`config.mk`:
```
export PLATFORM = sky130hd
export DESIGN_NAME = expu_row_accumulator
export DESIGN_NICKNAME = d
export VERILOG_FILES = /design/src/rtl/expu_row_accumulator.sv
export SDC_FILE = /design/constraint.sdc
export NUM_CORES = 1
export LEC_CHECK = 0
export ABC_AREA = 1
export CAP_MARGIN = 20
export CORE_MARGIN = 2
export CORE_UTILIZATION = 50
export DETAILED_ROUTE_END_ITERATION = 8
export DONT_BUFFER_PORTS = 1
export GPL_TIMING_DRIVEN = 0
export PLACE_DENSITY = 0.68
export SETUP_SLACK_MARGIN = 0.3
export SYNTH_ARGS = -nofsm -noshare
export SYNTH_HDL_FRONTEND = slang
export SYNTH_SLANG_ARGS = --single-unit
```
`constraint.sdc`:
```
create_clock -name clk_i -period 2.5 [get_ports clk_i]
set_input_delay 0.25 -clock clk_i [delete_from_list [all_inputs] [get_ports clk_i]]
set_output_delay 0.25 -clock clk_i [all_outputs]
set_load 0.1 [all_outputs]
```
`src/rtl/expu_row_accumulator.sv`:
```
// Softmax denominator accumulator behind the exponential unit: converts each active lane
// to signed fixed point, keeps a saturating per-row sum and hands it off on the last beat.
//
// state | meaning
// ACCUM | accepting input beats into the running sums
// HOLD  | sums complete, sum_valid_o high until the consumer takes them
module expu_row_accumulator #(
    parameter int unsigned FPFORMAT     = 4,  // fpnew encoding: 0 FP32, 1 FP64, 2 FP16, 3 FP8, 4 FP16ALT
    parameter int unsigned N_ROWS       = 1,
    parameter int unsigned ACC_WIDTH    = 32,
    parameter int unsigned ACC_FRACTION = 16,
    parameter int unsigned CNT_WIDTH    = 16,
    localparam int unsigned EXP   = (FPFORMAT == 0) ? 8  : (FPFORMAT == 1) ? 11 :
                                    (FPFORMAT == 2) ? 5  : (FPFORMAT == 3) ? 5  : 8,
    localparam int unsigned MANT  = (FPFORMAT == 0) ? 23 : (FPFORMAT == 1) ? 52 :
                                    (FPFORMAT == 2) ? 10 : (FPFORMAT == 3) ? 2  : 7,
    localparam int unsigned WIDTH = 1 + EXP + MANT
) (
    input  logic                                clk_i,
    input  logic                                rst_ni,
    input  logic                                clear_i,
    input  logic                                enable_i,
    input  logic                                valid_i,
    output logic                                ready_o,
    input  logic                                last_i,
    input  logic [N_ROWS-1:0]                   strb_i,
    input  logic [N_ROWS-1:0][WIDTH-1:0]        op_i,
    output logic [N_ROWS-1:0][ACC_WIDTH-1:0]    sum_o,
    output logic [CNT_WIDTH-1:0]                cnt_o,
    output logic [N_ROWS-1:0]                   ovf_o,
    output logic                                sum_valid_o,
    input  logic                                sum_ready_i
);

    typedef logic signed [ACC_WIDTH-1:0] acc_t;
    typedef enum logic {ACCUM, HOLD} state_t;

    localparam int   BIAS      = (1 << (EXP - 1)) - 1;
    localparam int   SHIFT_OFS = int'(ACC_FRACTION) - int'(MANT) - BIAS;
    localparam int   SAT_SHIFT = int'(ACC_WIDTH) - 1 - int'(MANT);
    localparam acc_t ACC_MAX   = {1'b0, {(ACC_WIDTH-1){1'b1}}};
    localparam acc_t ACC_MIN   = {1'b1, {(ACC_WIDTH-1){1'b0}}};

    state_t                   state_q;
    acc_t   [N_ROWS-1:0]      acc_q, acc_d;
    logic   [N_ROWS-1:0]      ovf_q, ovf_d;
    logic   [CNT_WIDTH-1:0]   cnt_q;

    logic                     sgn;
    logic   [EXP-1:0]         exp_f;
    logic   [MANT-1:0]        man_f;
    int                       shamt;
    logic   [ACC_WIDTH-1:0]   mag;
    logic                     mag_sat;
    acc_t                     val;
    logic signed [ACC_WIDTH:0] sum_ext;

    assign ready_o     = enable_i & (state_q == ACCUM);
    assign sum_valid_o = (state_q == HOLD);
    assign sum_o       = acc_q;
    assign cnt_o       = cnt_q;
    assign ovf_o       = ovf_q;

    always_comb begin
        acc_d   = acc_q;
        ovf_d   = ovf_q;
        sgn     = 1'b0;
        exp_f   = '0;
        man_f   = '0;
        shamt   = 0;
        mag     = '0;
        mag_sat = 1'b0;
        val     = '0;
        sum_ext = '0;
        for (int i = 0; i < int'(N_ROWS); i++) begin
            sgn     = op_i[i][WIDTH-1];
            exp_f   = op_i[i][WIDTH-2 -: EXP];
            man_f   = op_i[i][MANT-1:0];
            shamt   = int'(exp_f) + SHIFT_OFS;
            mag     = '0;
            mag_sat = 1'b0;
            if (strb_i[i]) begin
                if (&exp_f) begin
                    // Inf/NaN pins the row: NaN counts as positive
                    acc_d[i] = (!sgn || (|man_f)) ? ACC_MAX : ACC_MIN;
                    ovf_d[i] = 1'b1;
                end else begin
                    if (|exp_f) begin
                        if (shamt >= SAT_SHIFT)
                            mag_sat = 1'b1;
                        else if (shamt >= 0)
                            mag = ACC_WIDTH'({1'b1, man_f}) << shamt;
                        else
                            mag = ACC_WIDTH'({1'b1, man_f}) >> (-shamt);
                    end
                    if (mag_sat)
                        mag = ACC_MAX;
                    val     = sgn ? acc_t'(-mag) : acc_t'(mag);
                    sum_ext = {acc_q[i][ACC_WIDTH-1], acc_q[i]} + {val[ACC_WIDTH-1], val};
                    if (sum_ext[ACC_WIDTH] != sum_ext[ACC_WIDTH-1]) begin
                        acc_d[i] = sum_ext[ACC_WIDTH] ? ACC_MIN : ACC_MAX;
                        ovf_d[i] = 1'b1;
                    end else begin
                        acc_d[i] = sum_ext[ACC_WIDTH-1:0];
                    end
                    if (mag_sat)
                        ovf_d[i] = 1'b1;
                end
            end
        end
    end

    always_ff @(posedge clk_i or negedge rst_ni) begin
        if (!rst_ni) begin
            state_q <= ACCUM;
            acc_q   <= '0;
            ovf_q   <= '0;
            cnt_q   <= '0;
        end else if (clear_i) begin
            state_q <= ACCUM;
            acc_q   <= '0;
            ovf_q   <= '0;
            cnt_q   <= '0;
        end else if (enable_i) begin
            unique case (state_q)
                ACCUM: begin
                    if (valid_i) begin
                        acc_q <= acc_d;
                        ovf_q <= ovf_d;
                        if (~&cnt_q)
                            cnt_q <= cnt_q + CNT_WIDTH'(1);
                        if (last_i)
                            state_q <= HOLD;
                    end
                end
                HOLD: begin
                    if (sum_ready_i) begin
                        acc_q   <= '0;
                        ovf_q   <= '0;
                        cnt_q   <= '0;
                        state_q <= ACCUM;
                    end
                end
                default: state_q <= ACCUM;
            endcase
        end
    end

endmodule

```
---- After elaboration in Yosys (flattened, before gate mapping) ----
Index checks and enable logic that the tools add are counted.
word-level totals
  register bits after elaboration ......... 50
  input port bits ......................... 24
  output and inout bits ................... 51
  word-level logic and storage cells ...... 73
cells by class
  add/sub/neg operators ................... 5
  order comparisons ....................... 2
  equal/unequal tests ..................... 6
  shift operators ......................... 2
  mux-type cells .......................... 42
  bitwise logic cells ..................... 2
  reductions and logical operators ........ 10
operators with widths
  cell                                                                count
  2-to-1 mux 32 bit                                                   16
  2-to-1 mux 16 bit                                                   5
  one-hot mux 32 bit (2 select lines)                                 1
  adder 32 x 32 -> 33 bit                                             1
  negator 10 -> 32 bit                                                1
  negator 32 bit                                                      1
  one-hot mux 16 bit (2 select lines)                                 1
  left shift 8 x 32 -> 32 bit                                         1
  >> shifter 8 x 32 -> 32 bit                                         1
  2-to-1 mux 1 bit                                                    17
  adder 16 x 1 -> 16 bit, second input constant                       1
  AND reduction 16 bit                                                1
  inequality test 3 bit, second input constant                        4
  adder 9 x 8 -> 10 bit, second input constant                        1
  greater-or-equal comparator 10 x 1 -> 1 bit, second input constant  1
  greater-or-equal comparator 10 x 6 -> 1 bit, second input constant  1
  AND reduction 4 bit                                                 2
  AND reduction 8 bit                                                 1
  OR reduction 8 bit                                                  1
  OR reduction 7 bit                                                  1
  inequality test 5 x 2 -> 1 bit, second input constant               1
  AND reduction 5 bit                                                 1
  one-hot mux 1 bit (2 select lines)                                  2
  nonzero test 2 bit                                                  1
  5 further kinds                                                     5

---- Depth between registers and ports, before layout ----
  depth in word-level cells ............... 21
  gate-level depth with buffers ........... 54
  mapped depth without buffers ............ 51

---- Least setup slack after synthesis ----
Ideal clock, no wire load.
  path type ............................... input -> register
  from .................................... input op_i[8] (netlist name)
  to ...................................... register acc_q, in the netlist sum_o[22]
  setup time .............................. 0.123 ns
  arrival ................................. 5.571 ns
  data required time ...................... 2.377 ns
  slack ................................... -3.194 ns
  stages .................................. 45
  buffers on the path ..................... 3
  cells stage by stage .................... ha_1 nor2_1 o21ai_2 and2_1 buf_6 nor2_2 nand3_1 ha_1 nand4_1 nor2_1 nand2_1 a21oi_1 nand3_1 nor2_2 buf_6 nand2_1 nand2_1 nand2_1 [9 not listed] a21oi_1 nor2_1 nor2_1 o21ai_1 a21o_1 a21oi_2 o21bai_1 nand3_1 nand2_1 nand2_1 nand2_1 nor2_1 nand2_1 nand2_1 buf_2 inv_1 o21ai_0 nand2_1
on the way
  longest elaborated chain between the ends .. 20
  elaborated cells on any way between the ends .. 30
  classes of those cells .................. add/sub (4); order compare (2); eq/ne (1); shift (2); mux (19); reduce/logical (2)
ends and longest elaborated chain
  item                                                                                 line      text
  from (decl)                                                                          27        input logic [N_ROWS-1:0][WIDTH-1:0] op_i,
  adder 9 x 8 -> 10 bit                                                                79        shamt = int'(exp_f) + SHIFT_OFS;
  negator 10 -> 32 bit or greater-or-equal comparator 10 x 6 -> 1 bit (tied branches)  94, 89
  >> shifter 8 x 32 -> 32 bit or 2-to-1 mux 1 bit (tied branches)                      94, 89
  2-to-1 mux 32 bit or 2-to-1 mux 1 bit (tied branches)                                91, 88
  2-to-1 mux 32 bit or 2-to-1 mux 1 bit (tied branches)                                89, 83
  2-to-1 mux 32 bit or 2-to-1 mux 1 bit (tied branches)                                88, 82
  2-to-1 mux 32 bit                                                                    96        if (mag_sat)
  2-to-1 mux 32 bit                                                                    83        if (&exp_f) begin
  [4 not listed]                                                                       n/a
  2-to-1 mux 32 bit or inequality test 1 bit (tied branches)                           101, 100
  2-to-1 mux 32 bit                                                                    100       if (sum_ext[ACC_WIDTH] != sum_ext[ACC_WIDTH-1]) begin
  2-to-1 mux 32 bit *                                                                  83
  2-to-1 mux 32 bit *                                                                  82        if (strb_i[i]) begin
  2-to-1 mux 32 bit *                                                                  127       if (valid_i) begin
  one-hot mux 32 bit (2 select lines) *                                                125       unique case (state_q)
  2-to-1 mux 32 bit *                                                                  124       end else if (enable_i) begin
  2-to-1 mux 32 bit *                                                                  119       end else if (clear_i) begin
  to (signal assigned)                                                                 116       acc_q <= '0;
  to (signal assigned)                                                                 121       acc_q <= '0;
  to (signal assigned)                                                                 128       acc_q <= acc_d;
  to (decl)                                                                            45        acc_t [N_ROWS-1:0] acc_q, acc_d;
Every way passes the cells marked *; elsewhere a longest branch is shown, timed or not. The select of a mux whose other input is x is not followed.
A chain may end at the register's enable or synchronous reset.

---- Final worst setup path ----
  from .................................... input op_i[7] (netlist name)
  to ...................................... register acc_q, in the netlist sum_o[22]
Same word-level chain as after synthesis.

==> results.md <==
* Status: complete, but fails checks
* Failing checks: negative setup slack
* Die area at 15000 um^2
* CTS tree: done
* Hold depth at 2
* Synth area leader: dfrtp_1
* First-iteration detailed-routing DRC count at 906
* Final Core Density at 0.664
* CP Launch Type: input pin
* # diodes at 0
* YS warnings at 0
* Final Hold Vio Count at 0
* Sequential Power Share at 0.311
* Global-route wire length before repair at 37.8 mm
* Pwr/cell area at 871 nW/um^2
* Slowest library cell on the worst path: a221oi_2
* Overall via count from detail_route at 8424
* Switching part of the total at 0.575
* Final period util at 2.25
* Critical Path End Type: flip-flop
* Synth unique cells at 57
* Setup ws final at -3.12 ns
* Post-synthesis sequential area ratio at 0.178
* Hold EP: sum_valid_o
* Reg-to-Reg Start: sum_o[0]
* Internal cell power at 3.40 mW
* CP peak stage delay at 0.36 ns
* Clock Sinks at 50
* Antenna violations before repair at 0
* # Max-Cap Violations at 0
* Via/cell ratio at 5.86
* Max-slew violation count at 0
* Slew @ Worst Pin at 1.04 ns
* CP Max Fanout at 8
* Remaining Overflow, GRT at 0
* Register-to-register setup slack at -1.18 ns
* RSZ-0062 raised after global routing: true
* R2r worst-path depth at 19
* Port bufs at 0
* Antenna-violating nets left at 0
* Min-Delay Path Class: input pin to flip-flop
* CP arrival at 5.82 ns
* Starting Density at 0.508
* Leak pwr at 4.40 nW
* HP Start: last_i
* Clock group share of total power at 0.103
* GRT Total Usage at 0.316
* Post-Route WL at 24.7 mm
* Syn Inst Count at 1168
* Average footprint of a synthesized cell at 6.01 um^2
* Clock slew seen by the registers of the worst setup and hold paths at 0.07 ns
* Syn_nets at 1241
* I/O Pins at 75
* RR Endpoint: sum_o[22]
* Synth top area share at 0.178
* CTS buffer count at 5
* Post-route minimum period at 5.62 ns
* Switching pwr at 4.59 mW
* Slew headroom at 0.308
* Post-synth top cells: 330 x nand2_1, 123 x inv_1, 121 x nand3_1, 117 x nor2_1, 70 x a21oi_1
* #FFs+latches synth at 50
* H-tree levels at 2
* Clock skew at 0.00780 ns
* Count leader, synth: nand2_1
* Initial DRT Pass Iterations at 6
* DRC at 0
* Post-Syn Area at 7030 um^2
* Detailed placement HPWL at 17.3 mm
* Clk_lat worst skew at 0.30 ns
* Critical path required time at 2.69 ns
* Setup violation total in the final timing report at 42
* Nets@finish at 1329
* Core area at 13800 um^2
* Clock root buffer: clkbuf_16
* Prevailing post-synth register cell: dfrtp_1
* Number of synthesized flops with an enable pin at 0
* Crit. Startpoint: op_i[7]
* F_max at 178 MHz
* Comb pwr share at 0.586
* WHS at 0.102 ns
* Largest cells by area after synthesis: dfrtp_1 18%, nand2_1 18%, nand3_1 8.6%
* Clk buf depth at 2
* Share of cells above drive strength 1 at 0.270
* Routed len/inst at 17.2 um
* Area Growth Syn to Fin at 30.6%
* FP Rows at 43
* Vias in the first global route at 7934
* FFs w/ async S/R, synth at 1.00
* Die X at 123 um
* RD Place Congestion at 1.01
* Height of the die at 123 um
* WS Path Type: input pin to flip-flop
* Peak supply drop at 739 uV
* Pin count of the biggest net entering global routing at 51
[placed cells by master, fill, tap and decap left out, types with 8 or more instances in the layout]
cell and count:
nand3_2 18, dfrtp_2 8, nor2_2 22, dfrtp_1 34, xnor2_1 15, nand2_4 16
buf_4 62, o21ai_1 32, a21oi_2 21, inv_1 109, nand3_1 107, ha_4 14
nor2_4 14, nand4_1 31, buf_6 20, nand2_1 300, ha_1 29, clkbuf_1 8
clkbuf_16 8, nor2_1 94, o21ai_0 31, nand2_2 32, a21oi_1 52, o21ai_2 14
nor3_1 11, xor2_1 22, dfrtp_4 8, inv_2 16
[per-stage QoR]
stage	area (um^2)	worst slack, ns	total power [mW]	cells	TNS (ns)
after floorplan	7210	-2.94	4.99	1168	-96.08
after global placement	7440	-3.92	5.73	1348	-130.23
after detailed placement	7440	-4.00	5.76	1348	-132.34
after CTS	8600	-2.80	7.29	1411	-93.21
after global routing	9180	-3.48	8.49	1437	-115.74
final	9180	-3.12	7.99	1437	-102.18
[flip-flops by register name (all words and copies together) (netlist names)]
signal       flops
sum_valid_o      1
sum_o           32
cnt_o           16
ovf_o            1
[layer usage]
layer	track usage	up-vias	wire, um
met5	0	-	0
met4	0.0970	0	715
met3	0.0595	66	2330
met2	0.514	408	11200
met1	0.423	3901	10500
li1	-	4049	-
[cells by family (layout without fill, tap and decap cells)]
| kind of cell | after synthesis | in the layout | synth area share |
|---|---|---|---|
| AND/OR/NAND/NOR | 674 | 674 | 0.430 |
| AO/OA/AOI/OAI | 187 | 187 | 0.154 |
| buffers and inverters | 166 | 255 | 0.0963 |
| flip-flops | 50 | 50 | 0.178 |
| adder cells (fa/ha/maj) | 49 | 49 | 0.0883 |
| XOR/XNOR | 42 | 42 | 0.0534 |
[critical path: cells and delay by family]
kind | cells | cell delay (ns)
fa+ha+maj | 3 | 0.48
buf+inv | 17 | 1.75
compound gates | 9 | 1.33
simple gates | 19 | 1.98
[worst max-delay path by stage]
stage           endpoint  slack (ns)  cells past startpoint
6_report       sum_o[22]       -3.12                     48
5_1_grt         sum_o[4]       -3.48                     51
4_1_cts        sum_o[22]       -2.80                     48
3_5_place_dp   sum_o[13]       -4.00                     46
3_3_place_gp   sum_o[10]       -3.92                     46
2_1_floorplan  sum_o[22]       -2.94                     47
[power by group through the flow]
stage	logic [mW]	registers, mW	clock network [mW]
2_1_floorplan	2.60	2.40	0
3_3_place_gp	3.26	2.47	0
3_5_place_dp	3.29	2.47	0
4_1_cts	3.99	2.48	0.828
5_1_grt	5.12	2.51	0.862
6_report	4.69	2.48	0.822
[area by class of cell]
type	count	area, um^2
multi-input cells	952	5940
fillers	1195	4650
flip-flops and latches	50	1290
repair buffers	80	727
inverters	133	524
plain buffers	33	290
well taps	180	225
clock buffers	5	125
clock inverters	3	47.5
repair inverters	1	6.26
[timing repair]
action | 4_1_cts | 5_1_grt
hold endpoints to repair | 50 | 0
resized for setup | 139 | 108
buffers inserted | 51 | 23
setup endpoints to repair | 47 | 49
pin swaps | 54 | 43
cloned | 2 | 3
hold buffers | 2 | 0
(Power assumes the default switching activity.)
